<file path="config.mk">
export PLATFORM = sky130hd
export DESIGN_NAME = systolic_operand_feeder_flat
export DESIGN_NICKNAME = d
export VERILOG_FILES = /design/src/rtl/systolic_operand_feeder_if.sv /design/src/rtl/systolic_operand_feeder.sv /design/src/flat_wrapper.sv
export SDC_FILE = /design/constraint.sdc
export NUM_CORES = 1
export LEC_CHECK = 0
export ABC_AREA = 1
export CORE_ASPECT_RATIO = 0.6
export CORE_UTILIZATION = 50
export DETAILED_ROUTE_END_ITERATION = 7
export PLACE_DENSITY_LB_ADDON = 0.12
export SYNTH_ARGS = -nofsm -noshare
export SYNTH_HDL_FRONTEND = slang
export SYNTH_SLANG_ARGS = --single-unit
export TNS_END_PERCENT = 30
</file>
<file path="constraint.sdc">
create_clock -name clk -period 13.2 [get_ports clk]
set_input_delay 1.98 -clock clk [delete_from_list [all_inputs] [get_ports clk]]
set_output_delay 1.98 -clock clk [all_outputs]
set_load 0.01 [all_outputs]
</file>
<file path="src/rtl/systolic_operand_feeder_if.sv">
// Bundle between the operand feeder, its upstream row source and the
// attached systolic_array.
//
// Write channel : wr_valid / wr_ready handshake carrying one row of A and
//                 one row of B per transfer (element [j] is column j).
// Array channel : valid_in plus one column of A and one row of B per cycle,
//                 and arr_valid_out coming back from the array.
// Status        : busy, done (completion pulse), err (timeout pulse).
//
// master : the environment (row source and array side).
// slave  : the feeder itself.
interface systolic_operand_feeder_if #(
    parameter int N_SIZE = 3,
    parameter int DATA_W = 16
);
    logic                           wr_valid;
    logic                           wr_ready;
    logic [N_SIZE-1:0][DATA_W-1:0]  wr_a_row;
    logic [N_SIZE-1:0][DATA_W-1:0]  wr_b_row;

    logic                           valid_in;
    logic [N_SIZE-1:0][DATA_W-1:0]  matrix_a_in;
    logic [N_SIZE-1:0][DATA_W-1:0]  matrix_b_in;
    logic                           arr_valid_out;

    logic                           busy;
    logic                           done;
    logic                           err;

    modport master (
        output wr_valid, wr_a_row, wr_b_row, arr_valid_out,
        input  wr_ready, valid_in, matrix_a_in, matrix_b_in, busy, done, err
    );

    modport slave (
        input  wr_valid, wr_a_row, wr_b_row, arr_valid_out,
        output wr_ready, valid_in, matrix_a_in, matrix_b_in, busy, done, err
    );
endinterface

</file>
<file path="src/rtl/systolic_operand_feeder.sv">
// Transmit-side front end for the systolic_array matrix multiplier.
//
// Collects N_SIZE row pairs of A and B (row-major, one pair per handshake),
// then streams them to the array for N_SIZE back-to-back cycles: in cycle k
// matrix_a_in carries column k of A and matrix_b_in carries row k of B.
// Afterwards it counts valid_out rows from the array and pulses done once
// all N_SIZE rows were seen, or err if TIMEOUT_CYC cycles pass first.
//
// Ports:
//   clk    : rising-edge clock.
//   rst_n  : asynchronous active-low reset; aborts any operation.
//   bus    : slave side of systolic_operand_feeder_if (write channel,
//            array channel, busy/done/err status).
module systolic_operand_feeder #(
    parameter int N_SIZE      = 3,
    parameter int DATA_W      = 16,
    parameter int TIMEOUT_CYC = 64
) (
    input  logic                      clk,
    input  logic                      rst_n,
    systolic_operand_feeder_if.slave  bus
);

    localparam int IDX_W = (N_SIZE > 1) ? $clog2(N_SIZE) : 1;
    localparam int CNT_W = $clog2(N_SIZE + 1);
    localparam int TMO_W = $clog2(TIMEOUT_CYC + 1);

    localparam logic [IDX_W-1:0] LAST_IDX = IDX_W'(N_SIZE - 1);
    localparam logic [CNT_W-1:0] LAST_RES = CNT_W'(N_SIZE - 1);
    localparam logic [TMO_W-1:0] LAST_TMO = TMO_W'(TIMEOUT_CYC - 1);

    typedef enum logic [1:0] {
        LOAD     = 2'd0,
        STREAM   = 2'd1,
        WAIT_RES = 2'd2
    } state_t;

    state_t              state;
    state_t              state_next;

    logic [IDX_W-1:0]    row_cnt;
    logic [IDX_W-1:0]    stream_cnt;
    logic [CNT_W-1:0]    res_cnt;
    logic [TMO_W-1:0]    tmo_cnt;

    logic                accept;
    logic                res_hit;
    logic                tmo_hit;
    logic                done_next;
    logic                err_next;
    logic                done_q;
    logic                err_q;

    // Row-indexed operand store: a_buf[r][j] = A[r][j], b_buf[r][j] = B[r][j].
    logic [N_SIZE-1:0][DATA_W-1:0] a_buf [N_SIZE];
    logic [N_SIZE-1:0][DATA_W-1:0] b_buf [N_SIZE];

    // The final result row counts before the timeout, so a coincident
    // completion reports done rather than err.
    assign res_hit = bus.arr_valid_out && (res_cnt == LAST_RES);
    assign tmo_hit = (tmo_cnt == LAST_TMO);

    // NOTE: sequential state uses non-blocking assignments so every register
    // samples the pre-edge values regardless of process ordering.
    always_ff @(posedge clk or negedge rst_n) begin
        if (!rst_n) begin
            state <= LOAD;
        end else begin
            state <= state_next;
        end
    end

    // NOTE: every output of this block gets a default before the case so no
    // path leaves a value held, which would otherwise infer a latch.
    always_comb begin
        state_next = state;
        accept     = 1'b0;
        done_next  = 1'b0;
        err_next   = 1'b0;
        unique case (state)
            LOAD: begin
                accept = bus.wr_valid;
                if (accept && (row_cnt == LAST_IDX)) begin
                    state_next = STREAM;
                end
            end
            STREAM: begin
                if (stream_cnt == LAST_IDX) begin
                    state_next = WAIT_RES;
                end
            end
            WAIT_RES: begin
                if (res_hit) begin
                    done_next  = 1'b1;
                    state_next = LOAD;
                end else if (tmo_hit) begin
                    err_next   = 1'b1;
                    state_next = LOAD;
                end
            end
            default: state_next = LOAD;
        endcase
    end

    always_ff @(posedge clk or negedge rst_n) begin
        if (!rst_n) begin
            row_cnt    <= '0;
            stream_cnt <= '0;
            res_cnt    <= '0;
            tmo_cnt    <= '0;
            done_q     <= 1'b0;
            err_q      <= 1'b0;
        end else begin
            done_q <= done_next;
            err_q  <= err_next;
            unique case (state)
                LOAD: begin
                    if (accept) begin
                        row_cnt <= (row_cnt == LAST_IDX) ? '0 : row_cnt + IDX_W'(1);
                    end
                end
                STREAM: begin
                    stream_cnt <= (stream_cnt == LAST_IDX) ? '0 : stream_cnt + IDX_W'(1);
                    // Both result-phase counters start from zero on entry.
                    res_cnt    <= '0;
                    tmo_cnt    <= '0;
                end
                WAIT_RES: begin
                    if (state_next == LOAD) begin
                        res_cnt <= '0;
                        tmo_cnt <= '0;
                    end else begin
                        res_cnt <= res_cnt + CNT_W'(bus.arr_valid_out);
                        tmo_cnt <= tmo_cnt + TMO_W'(1);
                    end
                end
                default: ;
            endcase
        end
    end

    // NOTE: the operand store has no reset; every entry is rewritten by a
    // full load before it is ever streamed, so clearing it buys nothing.
    always_ff @(posedge clk) begin
        if (accept) begin
            a_buf[row_cnt] <= bus.wr_a_row;
            b_buf[row_cnt] <= bus.wr_b_row;
        end
    end

    // Column k of A is gathered across the stored rows; row k of B is a
    // stored row as-is.
    for (genvar i = 0; i < N_SIZE; i++) begin : g_col
        assign bus.matrix_a_in[i] = (state == STREAM) ? a_buf[i][stream_cnt] : '0;
    end
    assign bus.matrix_b_in = (state == STREAM) ? b_buf[stream_cnt] : '0;
    assign bus.valid_in    = (state == STREAM);

    assign bus.wr_ready = (state == LOAD);
    assign bus.busy     = (state != LOAD);
    assign bus.done     = done_q;
    assign bus.err      = err_q;

endmodule

</file>
<file path="src/flat_wrapper.sv">
// flat-port wrapper written by rule: the top's interface ports become plain ports
module systolic_operand_feeder_flat 
#(
    parameter int N_SIZE      = 3,
    parameter int DATA_W      = 16,
    parameter int TIMEOUT_CYC = 64
)
  (clk, rst_n, bus_wr_valid, bus_wr_a_row, bus_wr_b_row, bus_arr_valid_out, bus_wr_ready, bus_valid_in, bus_matrix_a_in, bus_matrix_b_in, bus_busy, bus_done, bus_err);
  systolic_operand_feeder_if #(.N_SIZE(N_SIZE), .DATA_W(DATA_W)) bus_i ();
  input  logic clk;
  input  logic rst_n;
  input wire logic [$bits(bus_i.wr_valid)-1:0] bus_wr_valid;
  input wire logic [$bits(bus_i.wr_a_row)-1:0] bus_wr_a_row;
  input wire logic [$bits(bus_i.wr_b_row)-1:0] bus_wr_b_row;
  input wire logic [$bits(bus_i.arr_valid_out)-1:0] bus_arr_valid_out;
  output wire logic [$bits(bus_i.wr_ready)-1:0] bus_wr_ready;
  output wire logic [$bits(bus_i.valid_in)-1:0] bus_valid_in;
  output wire logic [$bits(bus_i.matrix_a_in)-1:0] bus_matrix_a_in;
  output wire logic [$bits(bus_i.matrix_b_in)-1:0] bus_matrix_b_in;
  output wire logic [$bits(bus_i.busy)-1:0] bus_busy;
  output wire logic [$bits(bus_i.done)-1:0] bus_done;
  output wire logic [$bits(bus_i.err)-1:0] bus_err;
  assign bus_i.wr_valid = bus_wr_valid;
  assign bus_i.wr_a_row = bus_wr_a_row;
  assign bus_i.wr_b_row = bus_wr_b_row;
  assign bus_i.arr_valid_out = bus_arr_valid_out;
  assign bus_wr_ready = bus_i.wr_ready;
  assign bus_valid_in = bus_i.valid_in;
  assign bus_matrix_a_in = bus_i.matrix_a_in;
  assign bus_matrix_b_in = bus_i.matrix_b_in;
  assign bus_busy = bus_i.busy;
  assign bus_done = bus_i.done;
  assign bus_err = bus_i.err;
  systolic_operand_feeder #(.N_SIZE(N_SIZE), .DATA_W(DATA_W), .TIMEOUT_CYC(TIMEOUT_CYC)) u_core (.clk(clk), .rst_n(rst_n), .bus(bus_i));
endmodule
</file>
==> flow_summary.ini <==
[outcome]
outcome = complete, no violations

[timing]
setup_viol = 0
drv_slew = 0
slew_headroom_pct = 19.4
fmax_mhz = 169
worst_pin_slew_ns = 1.21
period_minus_slack_ns = 5.93
setup_tns_ns = 0
rsz0062_at_grt = false
skew_ns = 0.00758
fin_crit_sh_pct = 44.9
hold_violations = 0

[grt]
gr-usage-all-layers_pct = 21.3
grt_max_degree = 92
antenna_found_initial = 0
grt_pass1_vias = 6951
grt_pass1_wl_um = 39600
grt.overflow.total = 0

[cells_and_area]
final_common_cell = nand2_1
nets = 1203
fillCellCount = 1783
final_layout_size_suffix_gt1_share_pct = 5.46
final-seq-area_um2 = 9070
multi_input_area_um2 = 2270
final_cell_mix = nand2_1, edfxtp_1, clkdlybuf4s50_1
finalNonFillerCells = 1432
final_util_pct = 64.6
n_antenna_cell = 0
syn2layout_area_growth_pct = 26.7

[die]
die_area_um2 = 24200
fp-row-count = 43
die_width_um = 200
die_y_um = 121
coreArea_um2 = 23100
ios = 201
start_util_pct = 51.0

[pwr]
power_frac_seq_pct = 42.7
max-vdd-ir-drop_uv = 172
p_total_w = 0.00305
p_switching_w = 0.00101
combinationalPowerShare_pct = 32.4
swShare_pct = 33.1
pwr-share-clk_pct = 24.9
p_int_w = 0.00204
power_density_nw_per_um2 = 204
p_leak_nw = 5.67

[logic_synthesis]
syn_area_um2 = 11800
avgSynthCellArea_um2 = 13.1
syn_nets = 1009
yosysWarningCount = 0
synth_cell_types = 24
seq_area_frac_synth_pct = 76.9
syn_inst = 903
ys_seq_elements = 305

[clock_network]
worstSkewPairLatency_ns = 0.53
post_cts_resized = 0
cts_buffers = 26
htreeDepth = 1
cts_buffer_depth = 3
cts_tree = yes
hold_buffers = 0
ctsRootBufferMaster = clkbuf_16
cts_setup_buffers = 0
clk_pin_slew_worst_paths_ns = 0.07
cts_sinks = 305

[setup_path]
cp_data_arrival_time_ns = 3.95
start_kind = register
crit_chain = buf_4, nor2_4, buf_4, nand2_1, a31oi_1, clkdlybuf4s50_1
cpLargestDelayFamily = buffers and inverters
crit_top_cell = buf_4
critPathMaxStageDelay_ns = 0.95
crit_type = reg2out
slowest_stage = nor2_4
critPathBufInv = 3
crit_fanout = 54
end_kind = output pin
crit_required_ns = 11.22

[placement]
dpl.cell_count = 1384
gp_congestion = 0.769
io_buffer_count = 200
dpl.hpwl_um = 15600

[drt]
routed_wl_um = 25900
dr.pass1.iters = 5
ant_nets = 0
remaining_drc_errors = 0
vias_per_cell = 5.17
wire_per_inst_um = 18.1
drt_iter0_markers = 456
route.vias.total = 7399

[min_path]
hp-class = reg2reg

[job]
max_cap_violations = 0
[synthesized netlist by cell type]
library cell / n / area share, %
buf_2: 21 / 0.89
nand2_1: 293 / 9.3
o31ai_1: 1 / 0.064
edfxtp_1: 288 / 73
nand3_1: 78 / 3.3
nor2_1: 10 / 0.32
a31oi_1: 14 / 0.74
nor2_4: 2 / 0.19
dfrtp_1: 17 / 3.6
nand2_2: 1 / 0.053
inv_2: 2 / 0.064
inv_1: 71 / 2.3
buf_1: 6 / 0.19
nor3_1: 5 / 0.21
a22oi_1: 43 / 2.7
buf_4: 7 / 0.45
a21oi_1: 13 / 0.55
o21ai_0: 6 / 0.25
clkinv_1: 1 / 0.032
ha_1: 6 / 0.64
clkbuf_1: 10 / 0.32
xor2_1: 4 / 0.30
nor2_2: 1 / 0.053
o21bai_1: 3 / 0.19
[cell families (layout without fill, tap and decap cells)]
kind of cell	count (synthesis)	in the layout	share of synthesized area, %
fa+ha+maj	6	6	0.636
flops	305	305	76.9
simple gates	390	390	13.5
compound gates	80	80	4.54
xor+xnor	4	4	0.297
buf+inv	118	332	4.20
[layer usage]
metal	share of wire [%]	GRT usage (%)
met1	48	33.4
met2	43	30.4
met3	7.7	4.70
met4	1.6	4.39
met5	0	0
[final timing paths]
kind / slack [ns] / to / cells after the start / start
setup reg to reg: 10.41 / u_core.a_buf[2][10] / 7 / u_core.state[0]
hold / removal: 0.51 / u_core.bus.done / 1 / u_core.res_cnt[0]
max in group asynchronous: 10.72 / u_core.stream_cnt[1] / 1 / rst_n
min in group asynchronous: 1.93 / u_core.bus.done / 1 / rst_n
hold reg to reg: 0.51 / u_core.bus.done / 1 / u_core.res_cnt[0]
setup / recovery: 7.27 / bus_matrix_b_in[12] / 6 / u_core.stream_cnt[1]
[cell type report]
type	count	share of cell area, %
Tap cell	315	2.64
Sequential cell	305	60.7
Timing Repair Buffer	210	13.9
Clock buffer	28	4.54
Clock inverter	20	1.16
Multi-Input combinational cell	480	15.2
Inverter	74	1.87
[worst reg2reg max path: cells and delay by family, from the launching register on]
kind	cells	cell delay, ns
flip-flops	1	0.43
AND/OR/NAND/NOR	2	0.22
adder cells (fa/ha/maj)	1	0.30
buffers and inverters	4	1.41
[per-stage QoR]
step | hold WS (ns) | instance area [um^2] | setup slack (ns)
final | 0.507 | 15000 | 7.27
after global routing | 0.525 | 15000 | 7.09
after CTS | 0.505 | 15000 | 7.23
after detailed placement | 0.495 | 14100 | 7.82
after global placement | 0.489 | 14100 | 7.87
after floorplan | 0.458 | 11800 | 6.44
[sequential cells by signal, summed over array words and instances (netlist names)]
| signal | count |
|---|---|
| u_core.a_buf | 144 |
| u_core.b_buf | 144 |
| u_core.tmo_cnt | 7 |
| u_core.res_cnt | 2 |
| u_core.row_cnt | 2 |
| u_core.state | 2 |
| u_core.stream_cnt | 2 |
| u_core.bus.done | 1 |
| u_core.bus.err | 1 |
[power by group through the flow]
stage          Clock (W)  Sequential [W]  Combinational, W
5_1_grt         0.000810         0.00132           0.00110
4_1_cts         0.000776         0.00130           0.00101
2_1_floorplan          0         0.00134          0.000579
6_report        0.000761         0.00130          0.000990
3_5_place_dp           0         0.00132           0.00100
3_3_place_gp           0         0.00132          0.000997
(Power assumes the default switching activity.)
